`src/rtl/mcp3202_conv_scheduler.sv`:
```
// Frame-rate conversion sequencer: per-frame CH0/CH1 requests to the SPI engine, tagged results to AXIS via a 2-deep FIFO.
// Latency: tick -> conv_start next cycle; conv_done -> tvalid next cycle when the FIFO was empty.
// Backpressure: tready stalls the FIFO head; a result arriving with the FIFO full and no pop is dropped and flagged (overrun).
module mcp3202_conv_scheduler #(
   parameter int         FCLK    = 100_000_000,
   parameter int         FSMPL   = 200,
   parameter logic [1:0] CH_MASK = 2'b11,
   parameter bit         SGL     = 1'b1
) (
   input  logic        clk,
   input  logic        rst,
   input  logic        enable,
   output logic        conv_start,
   output logic        conv_sgl,
   output logic        conv_odd,
   input  logic        conv_done,
   input  logic [11:0] conv_data,
   output logic [15:0] m_axis_tdata,
   output logic        m_axis_tvalid,
   input  logic        m_axis_tready,
   output logic        overrun,
   output logic        frame_miss,
   input  logic        clr_flags
);

   localparam int FRAME_CNT = FCLK / FSMPL;
   localparam int CW        = (FRAME_CNT > 1) ? $clog2(FRAME_CNT) : 1;
   localparam logic [CW-1:0] CNT_LAST = CW'(FRAME_CNT - 1);

   localparam logic [1:0] S_IDLE  = 2'd0;
   localparam logic [1:0] S_ISSUE = 2'd1;
   localparam logic [1:0] S_WAIT  = 2'd2;
   localparam logic [1:0] S_NEXT  = 2'd3;

   typedef struct packed {
      logic        ch;
      logic [11:0] data;
   } entry_t;

   logic [CW-1:0] r_cnt;
   logic [1:0]    r_state;
   logic          r_ch;
   entry_t        r_head;
   entry_t        r_tail;
   logic [1:0]    r_fcnt;
   logic          r_overrun;
   logic          r_frame_miss;

   logic   w_tick;
   logic   w_active;
   logic   w_wr;
   logic   w_pop;
   logic   w_full;
   logic   w_acc;
   logic   w_drop;
   logic   w_miss;
   entry_t w_wdat;

   // Frame timer only runs while enabled, so re-enabling always starts a full frame.
   always_ff @(posedge clk or posedge rst) begin
      if (rst) begin
         r_cnt <= '0;
      end else if (!enable || r_cnt == CNT_LAST) begin
         r_cnt <= '0;
      end else begin
         r_cnt <= r_cnt + 1'b1;
      end
   end

   assign w_tick = (r_cnt == CNT_LAST) && enable;

   always_ff @(posedge clk or posedge rst) begin
      if (rst) begin
         r_state <= S_IDLE;
         r_ch    <= 1'b0;
      end else begin
         case (r_state)
            S_IDLE: begin
               if (w_tick && CH_MASK != 2'b00) begin
                  r_state <= S_ISSUE;
                  r_ch    <= ~CH_MASK[0];
               end
            end
            S_ISSUE: r_state <= S_WAIT;
            S_WAIT: begin
               if (conv_done) begin
                  r_state <= S_NEXT;
               end
            end
            S_NEXT: begin
               if (!r_ch && CH_MASK[1] && enable) begin
                  r_state <= S_ISSUE;
                  r_ch    <= 1'b1;
               end else begin
                  r_state <= S_IDLE;
               end
            end
            default: r_state <= S_IDLE;
         endcase
      end
   end

   assign w_active   = (r_state == S_ISSUE) || (r_state == S_WAIT);
   assign conv_start = (r_state == S_ISSUE);
   assign conv_odd   = w_active & r_ch;
   assign conv_sgl   = w_active & SGL;

   assign w_wr   = (r_state == S_WAIT) && conv_done;
   assign w_wdat = '{ch: r_ch, data: conv_data};
   assign w_pop  = (r_fcnt != 2'd0) && m_axis_tready;
   assign w_full = (r_fcnt == 2'd2);
   // A pop in the same cycle frees the slot, so a full FIFO can still accept.
   assign w_acc  = w_wr && (!w_full || w_pop);
   assign w_drop = w_wr && w_full && !w_pop;
   assign w_miss = w_tick && (r_state != S_IDLE);

   always_ff @(posedge clk or posedge rst) begin
      if (rst) begin
         r_head <= '0;
         r_tail <= '0;
         r_fcnt <= 2'd0;
      end else if (w_pop && w_acc) begin
         if (r_fcnt == 2'd1) begin
            r_head <= w_wdat;
         end else begin
            r_head <= r_tail;
            r_tail <= w_wdat;
         end
      end else if (w_pop) begin
         r_head <= r_tail;
         r_fcnt <= r_fcnt - 2'd1;
      end else if (w_acc) begin
         if (r_fcnt == 2'd0) begin
            r_head <= w_wdat;
         end else begin
            r_tail <= w_wdat;
         end
         r_fcnt <= r_fcnt + 2'd1;
      end
   end

   assign m_axis_tvalid = (r_fcnt != 2'd0);
   assign m_axis_tdata  = {3'b000, r_head.ch, r_head.data};

   // Set events win over a coincident clear.
   always_ff @(posedge clk or posedge rst) begin
      if (rst) begin
         r_overrun    <= 1'b0;
         r_frame_miss <= 1'b0;
      end else begin
         if (w_drop) begin
            r_overrun <= 1'b1;
         end else if (clr_flags) begin
            r_overrun <= 1'b0;
         end
         if (w_miss) begin
            r_frame_miss <= 1'b1;
         end else if (clr_flags) begin
            r_frame_miss <= 1'b0;
         end
      end
   end

   assign overrun    = r_overrun;
   assign frame_miss = r_frame_miss;

endmodule

```
`config.mk`:
```
export PLATFORM = sky130hd
export DESIGN_NAME = mcp3202_conv_scheduler
export DESIGN_NICKNAME = d
export VERILOG_FILES = /design/src/rtl/mcp3202_conv_scheduler.sv
export SDC_FILE = /design/constraint.sdc
export NUM_CORES = 1
export LEC_CHECK = 0
export CAP_MARGIN = 10
export CORE_MARGIN = 1
export CORE_UTILIZATION = 45
export CTS_BUF_LIST = sky130_fd_sc_hd__clkbuf_2
export CTS_CLUSTER_SIZE = 20
export DETAILED_ROUTE_END_ITERATION = 8
export PLACE_DENSITY = 0.68
export SYNTH_ARGS = -nofsm -noshare
export SYNTH_HDL_FRONTEND = slang
export SYNTH_SLANG_ARGS = --single-unit
```
`constraint.sdc`:
```
create_clock -name clk -period 3.1 [get_ports clk]
set_clock_uncertainty 0.05 [all_clocks]
set_input_delay 0.31 -clock clk [delete_from_list [all_inputs] [get_ports clk]]
set_output_delay 0.31 -clock clk [all_outputs]
set_load 0.01 [all_outputs]
```
==> flow_summary.toml, run 1 <==
[outcome]
outcome = "finished, final reports clean"

[synthesis]
synth_top_cell_by_area = "dfrtp_1"
synthCells = 242
yosysWarningCount = 0
ys_top_cells_by_area = "dfrtp_1 50%, mux2_2 6.5%, ha_1 4.4%"
synth-edff-count = 0
ys_ff_latch = 52
avgSynthCellArea_um2 = 10.7
synth.most_common_cell = "dfrtp_1"
ys_async_sr_fraction = 1.00
synthTopCellsByCount = "52 x dfrtp_1, 21 x nand2_1, 19 x o21ai_0, 17 x nor2_1, 15 x mux2_2"
synth_cell_types = 39
ys_seq_area_frac = 0.504
synth_top_area_frac = 0.504
netlist_area_mm2 = 0.00258
ys.flop_type = "dfrtp_1"

[detailed_routing]
dr.pass1.iters = 4
drcViolationCount = 0
ant_nets = 0
vias = 1900
initialDrtViolationCount = 78
routed_via_density = 5.35
avgRoutedWirePerCell_um = 13.6
drt_wl_total_mm = 4.82

[critical_path]
crit_type = "reg2out"
worst_r2r_path_depth = 5
crit_arrival_ns = 1.96
crit_required_ns = 2.74
r2r_setup_slack_ns = 0.80
setup.worst_path.end_class = "output pin"
rr_endpoint = "r_cnt[7]"
cp_max_fo = 5
r2r_start = "r_cnt[0]"
critPathLaunchType = "flop"

[clock_tree]
clk_path_buf_depth = 2
numCtsBuffers = 5
cts_max_level = 2
clk_pin_slew_ns = 0.28
hold_buffers = 0
clk_latency_ns = 0.44
cts_root_buffer = "clkbuf_2"
cts_resized = 0
postCtsSetupBuffers = 0
cts_tree = "yes"
cts_sinks = 52

[global_route]
grt_max_degree = 27
antenna_found_initial = 0
grt_pass1_wl_mm = 8.29
gr-usage-all-layers = 0.177
grt_overflow = 0
grt_pass1_vias = 1850

[placement]
dpl.hpwl_mm = 3.39
post_dp_cell_area_mm2 = 0.00303
dpl_worst_slack_ns = 0.776
port_buffers = 36
dp.cells = 347
place.gp.congestion = 0.822

[floorplan]
die_w_um = 77.7
core_area_mm2 = 0.00551
start_util = 0.469
rows = 27
die-area_mm2 = 0.00604
die-height_um = 77.7
io_pins = 40

[timing]
fin_ws_ns = 0.777
worstMarginPinSlew_ns = 0.988
fmax_mhz = 430
hold_violations = 0
slew_headroom = 0.341
post-route-min-period_ns = 2.32
maxSlewViolCount = 0
finalCritPeriodShare = 0.749
hold_ws_ns = 0.0488
final.setup.tns_ns = 0
rsz0062_at_grt = "no"
setup_viol = 0

[power]
power.switching_uw = 790
internal_power_uw = 1710
swShare = 0.316
p_leak_uw = 0.00133
p_comb_frac = 0.393
powerDensity_mw_per_mm2 = 796
pwr-share-clk = 0.205
seqPwrFrac = 0.402
peakVddDrop_mv = 0.339

[finish]
drive_gt1_frac = 0.127
area_growth_pct = 21.8
fin_area_mm2 = 0.00314
layout.cells.non_filler = 355
final_nets = 309
diodes = 0

[flow_run]
maxCapViolations = 0

[hold_path]
min_path_type = "in2async"
worst max-delay path by stage:
stage | depth (start not counted) | slack, ns | endpoint | from
3_3_place_gp | 5 | 0.85 | r_cnt[7] | r_cnt[0]
5_1_grt | 5 | 0.59 | r_cnt[2] | r_cnt[0]
3_5_place_dp | 5 | 0.78 | m_axis_tdata[2] | m_axis_tready
2_1_floorplan | 6 | 0.96 | r_tail[0] | r_state[0]
6_report | 4 | 0.78 | conv_odd | r_state[0]
4_1_cts | 4 | 0.74 | conv_odd | r_state[0]
routing by layer:
metal | routed length, µm | part of all wire | global-route usage | up-vias
met1 | 2210 | 0.46 | 0.219 | 933
met2 | 2370 | 0.49 | 0.301 | 41
met4 | 46 | 0.0095 | 0.0792 | 0
met5 | 0 | 0 | 0 | -
li1 | - | - | - | 920
met3 | 191 | 0.040 | 0.0294 | 6
layout make-up:
class                      count  area [µm²]
sequential                    52        1300
inverter                      12        45.0
fill                         466        2360
tap                           72        90.1
clock inverter                 3        90.1
clock buffer                   5        25.0
timing repair buffer          40         390
multi-input combinational    171        1200
sequential cells by signal, summed over array words and instances, names as in the netlist:
register and count:
r_tail 13, r_fcnt 2, frame_miss 1, m_axis_tdata 13, r_cnt 19, r_state 2, r_ch 1, overrun 1
critical path, cell delays in order (launching register included):
cell,delay (ns)
dfrtp_1,0.45
inv_1,0.12
ha_1,0.33
and2_1,0.12
clkdlybuf4s50_1,0.52
power groups by stage:
stage | logic, µW | clock network [µW] | registers (µW)
6_report | 984 | 513 | 1010
5_1_grt | 1090 | 560 | 1040
4_1_cts | 997 | 530 | 1010
3_5_place_dp | 993 | 0 | 1020
3_3_place_gp | 956 | 0 | 1010
2_1_floorplan | 586 | 0 | 1040
through the flow:
stage / utilization / power [µW]
floorplan: - / 1620
global placement: 0.550 / 1970
detailed placement: 0.550 / 2020
CTS: 0.571 / 2530
global route: 0.571 / 2680
finish: 0.571 / 2500
cells by family after synthesis:
kind of cell               count (synthesis)  share of synthesized area
other                                      1                    0.00145
AOI/OAI and AO/OA                         36                     0.0854
muxes                                     26                      0.108
DFF                                       52                      0.504
xor gates and xnor gates                  13                     0.0441
and+or+nand+nor                           84                      0.177
adders and majority gates                  9                     0.0436
buffers and inverters                     21                     0.0364
placed cells by master, fill, tap and decap left out, types with 2 or more instances in the layout:
cell type / count
clkbuf_2: 5
nor2_1: 17
nand3_1: 7
conb_1: 3
or4_4: 2
ha_1: 9
dfrtp_1: 52
nor3_1: 5
nand2_1: 21
buf_4: 4
or4_1: 3
xor2_1: 4
and2_1: 2
mux2i_1: 11
o21ai_0: 19
inv_1: 11
o31ai_1: 3
bufinv_16: 3
a21oi_1: 9
nand4_1: 4
xnor2_1: 9
nor2b_1: 5
mux2_2: 15
nor4_1: 4
clkdlybuf4s50_1: 36
nor3b_1: 3
or3_1: 3
No activity file was read; power rests on OpenSTA's default activity.
==> run 2, diff against run 1 <==
clock period = 2.2 ns   (was 3.1 ns; I/O delays follow)
==> run 2 against run 1 <==
  * Sequential power up 40%
  * Die area unchanged
  * Combinational power grew 51%
  * Clock power decreased by 3%
  * Largest power group is now combinational cells
  * Highest routed layer unchanged
==> flow_summary.toml, run 2 (same netlist as run 1, synthesis figures left out) <==
[clock_tree]
cts_tree = "yes"
clk_pin_slew_ns = 0.26
numCtsBuffers = 5
clk_path_buf_depth = 2
hold_buffers = 0
cts_sinks = 52
clk_latency_ns = 0.44
cts_root_buffer = "clkbuf_2"
cts_max_level = 2

[detailed_routing]
ant_nets = 0
initialDrtViolationCount = 71
wl_met3_um = 165
avgRoutedWirePerCell_um = 13.1
dr.pass1.iters = 4
drcViolationCount = 0
drt_wl_total_mm = 4.80
wirelength_met1_mm = 2.26
routed_via_density = 5.11
vias = 1869
top_layer_used = "met4"
met2_wirelength_mm = 2.32

[timing]
post-route-min-period_ns = 2.10
slew_headroom = 0.605
finalCritPeriodShare = 0.953
hold_ws_ns = 0.0585
maxSlewViolCount = 0
setup_viol = 0
hold_violations = 0
fmax_mhz = 477
worstMarginPinSlew_ns = 0.591

[global_route]
grt_max_degree = 30
gr-usage-all-layers = 0.173
grt_pass1_vias = 1838
grt_overflow = 0
antenna_found_initial = 0
grt_pass1_wl_mm = 8.27

[finish]
final_cell_mix = "52 x dfrtp_1, 35 x clkdlybuf4s50_1, 21 x nand2_1"
largest_reg_flops = 19
fillers = 481
final_common_cell = "dfrtp_1"
diodes = 0
area_growth_pct = 23.6
multiInputGateArea_mm2 = 0.00120
fin_area_mm2 = 0.00319
top_register = "r_cnt"
layout.cells.non_filler = 366
drive_gt1_frac = 0.163
final_nets = 320
regArea_mm2 = 0.00130

[floorplan]
rows = 27
die-area_mm2 = 0.00604
start_util = 0.469
core_area_mm2 = 0.00551
io_pins = 40
die-height_um = 77.7
die_w_um = 77.7

[outcome]
outcome = "finished, final reports clean"

[critical_path]
crit_type = "reg2out"
cp_max_fo = 4
setup.worst_path.end_class = "output pin"
crit_arrival_ns = 1.83
worst_r2r_path_depth = 5
critPathLaunchType = "flop"
crit_required_ns = 1.93

[placement]
dp.cells = 352
place.gp.congestion = 0.815
port_buffers = 36
post_dp_cell_area_mm2 = 0.00308
dpl.hpwl_mm = 3.39

[power]
p_leak_uw = 0.00136
peakVddDrop_mv = 0.569
powerDensity_mw_per_mm2 = 1070

[hold_path]
min_path_type = "in2async"

[flow_run]
maxCapViolations = 0
==> run 2: area by class of cell <==
type / count / area share
Inverter: 12 / 0.0141
Tap cell: 72 / 0.0283
Timing Repair Buffer: 51 / 0.152
Clock inverter: 3 / 0.0133
Multi-Input combinational cell: 171 / 0.376
Clock buffer: 5 / 0.00785
Sequential cell: 52 / 0.408
==> run 2: final timing paths <==
path                       slack [ns]         endpoint       from
max                              0.10    m_axis_tvalid  r_fcnt[1]
min                              0.06  m_axis_tdata[0]        rst
max reg2reg                      0.14       r_state[1]   r_cnt[0]
min reg2reg                      0.44         r_cnt[0]   r_cnt[0]
max in group asynchronous        1.43        r_cnt[16]        rst
min in group clk                 0.30       frame_miss  clr_flags
==> run 2: through the flow <==
stage | setup TNS, ns | total power (µW) | util | setup slack [ns]
2_1_floorplan | 0 | 2290 | - | 0.0601
3_3_place_gp | 0 | 2810 | 0.559 | 0.203
3_5_place_dp | 0 | 2860 | 0.559 | 0.159
4_1_cts | 0 | 3380 | 0.574 | 0.0205
5_1_grt | -0.0227 | 3640 | 0.579 | -0.0227
6_report | 0 | 3400 | 0.579 | 0.104
==> run 2: critical path, stage by stage, from the launching register on <==
cell,delay [ns]
dfrtp_1,0.45
inv_1,0.10
ha_1,0.25
inv_1,0.07
clkdlybuf4s50_1,0.53
==> run 2: layer usage <==
metal | up-vias | track usage
met4 | 0 | 0.0566
met1 | 890 | 0.219
met5 | - | 0
met3 | 6 | 0.0400
met2 | 33 | 0.290
li1 | 940 | -
==> run 2: report_power, final <==
group	internal, µW	leakage [µW]	switching (µW)	total (µW)
Clock	189	0.0000390	308	497
Combinational	831	0.000654	659	1490
Sequential	1240	0.000669	164	1410
==> run 2: what timing repair did <==
action                                  CTS  global route
buffers inserted                          2             4
endpoints found under the setup margin    1             1
gates resized for setup                   2             0
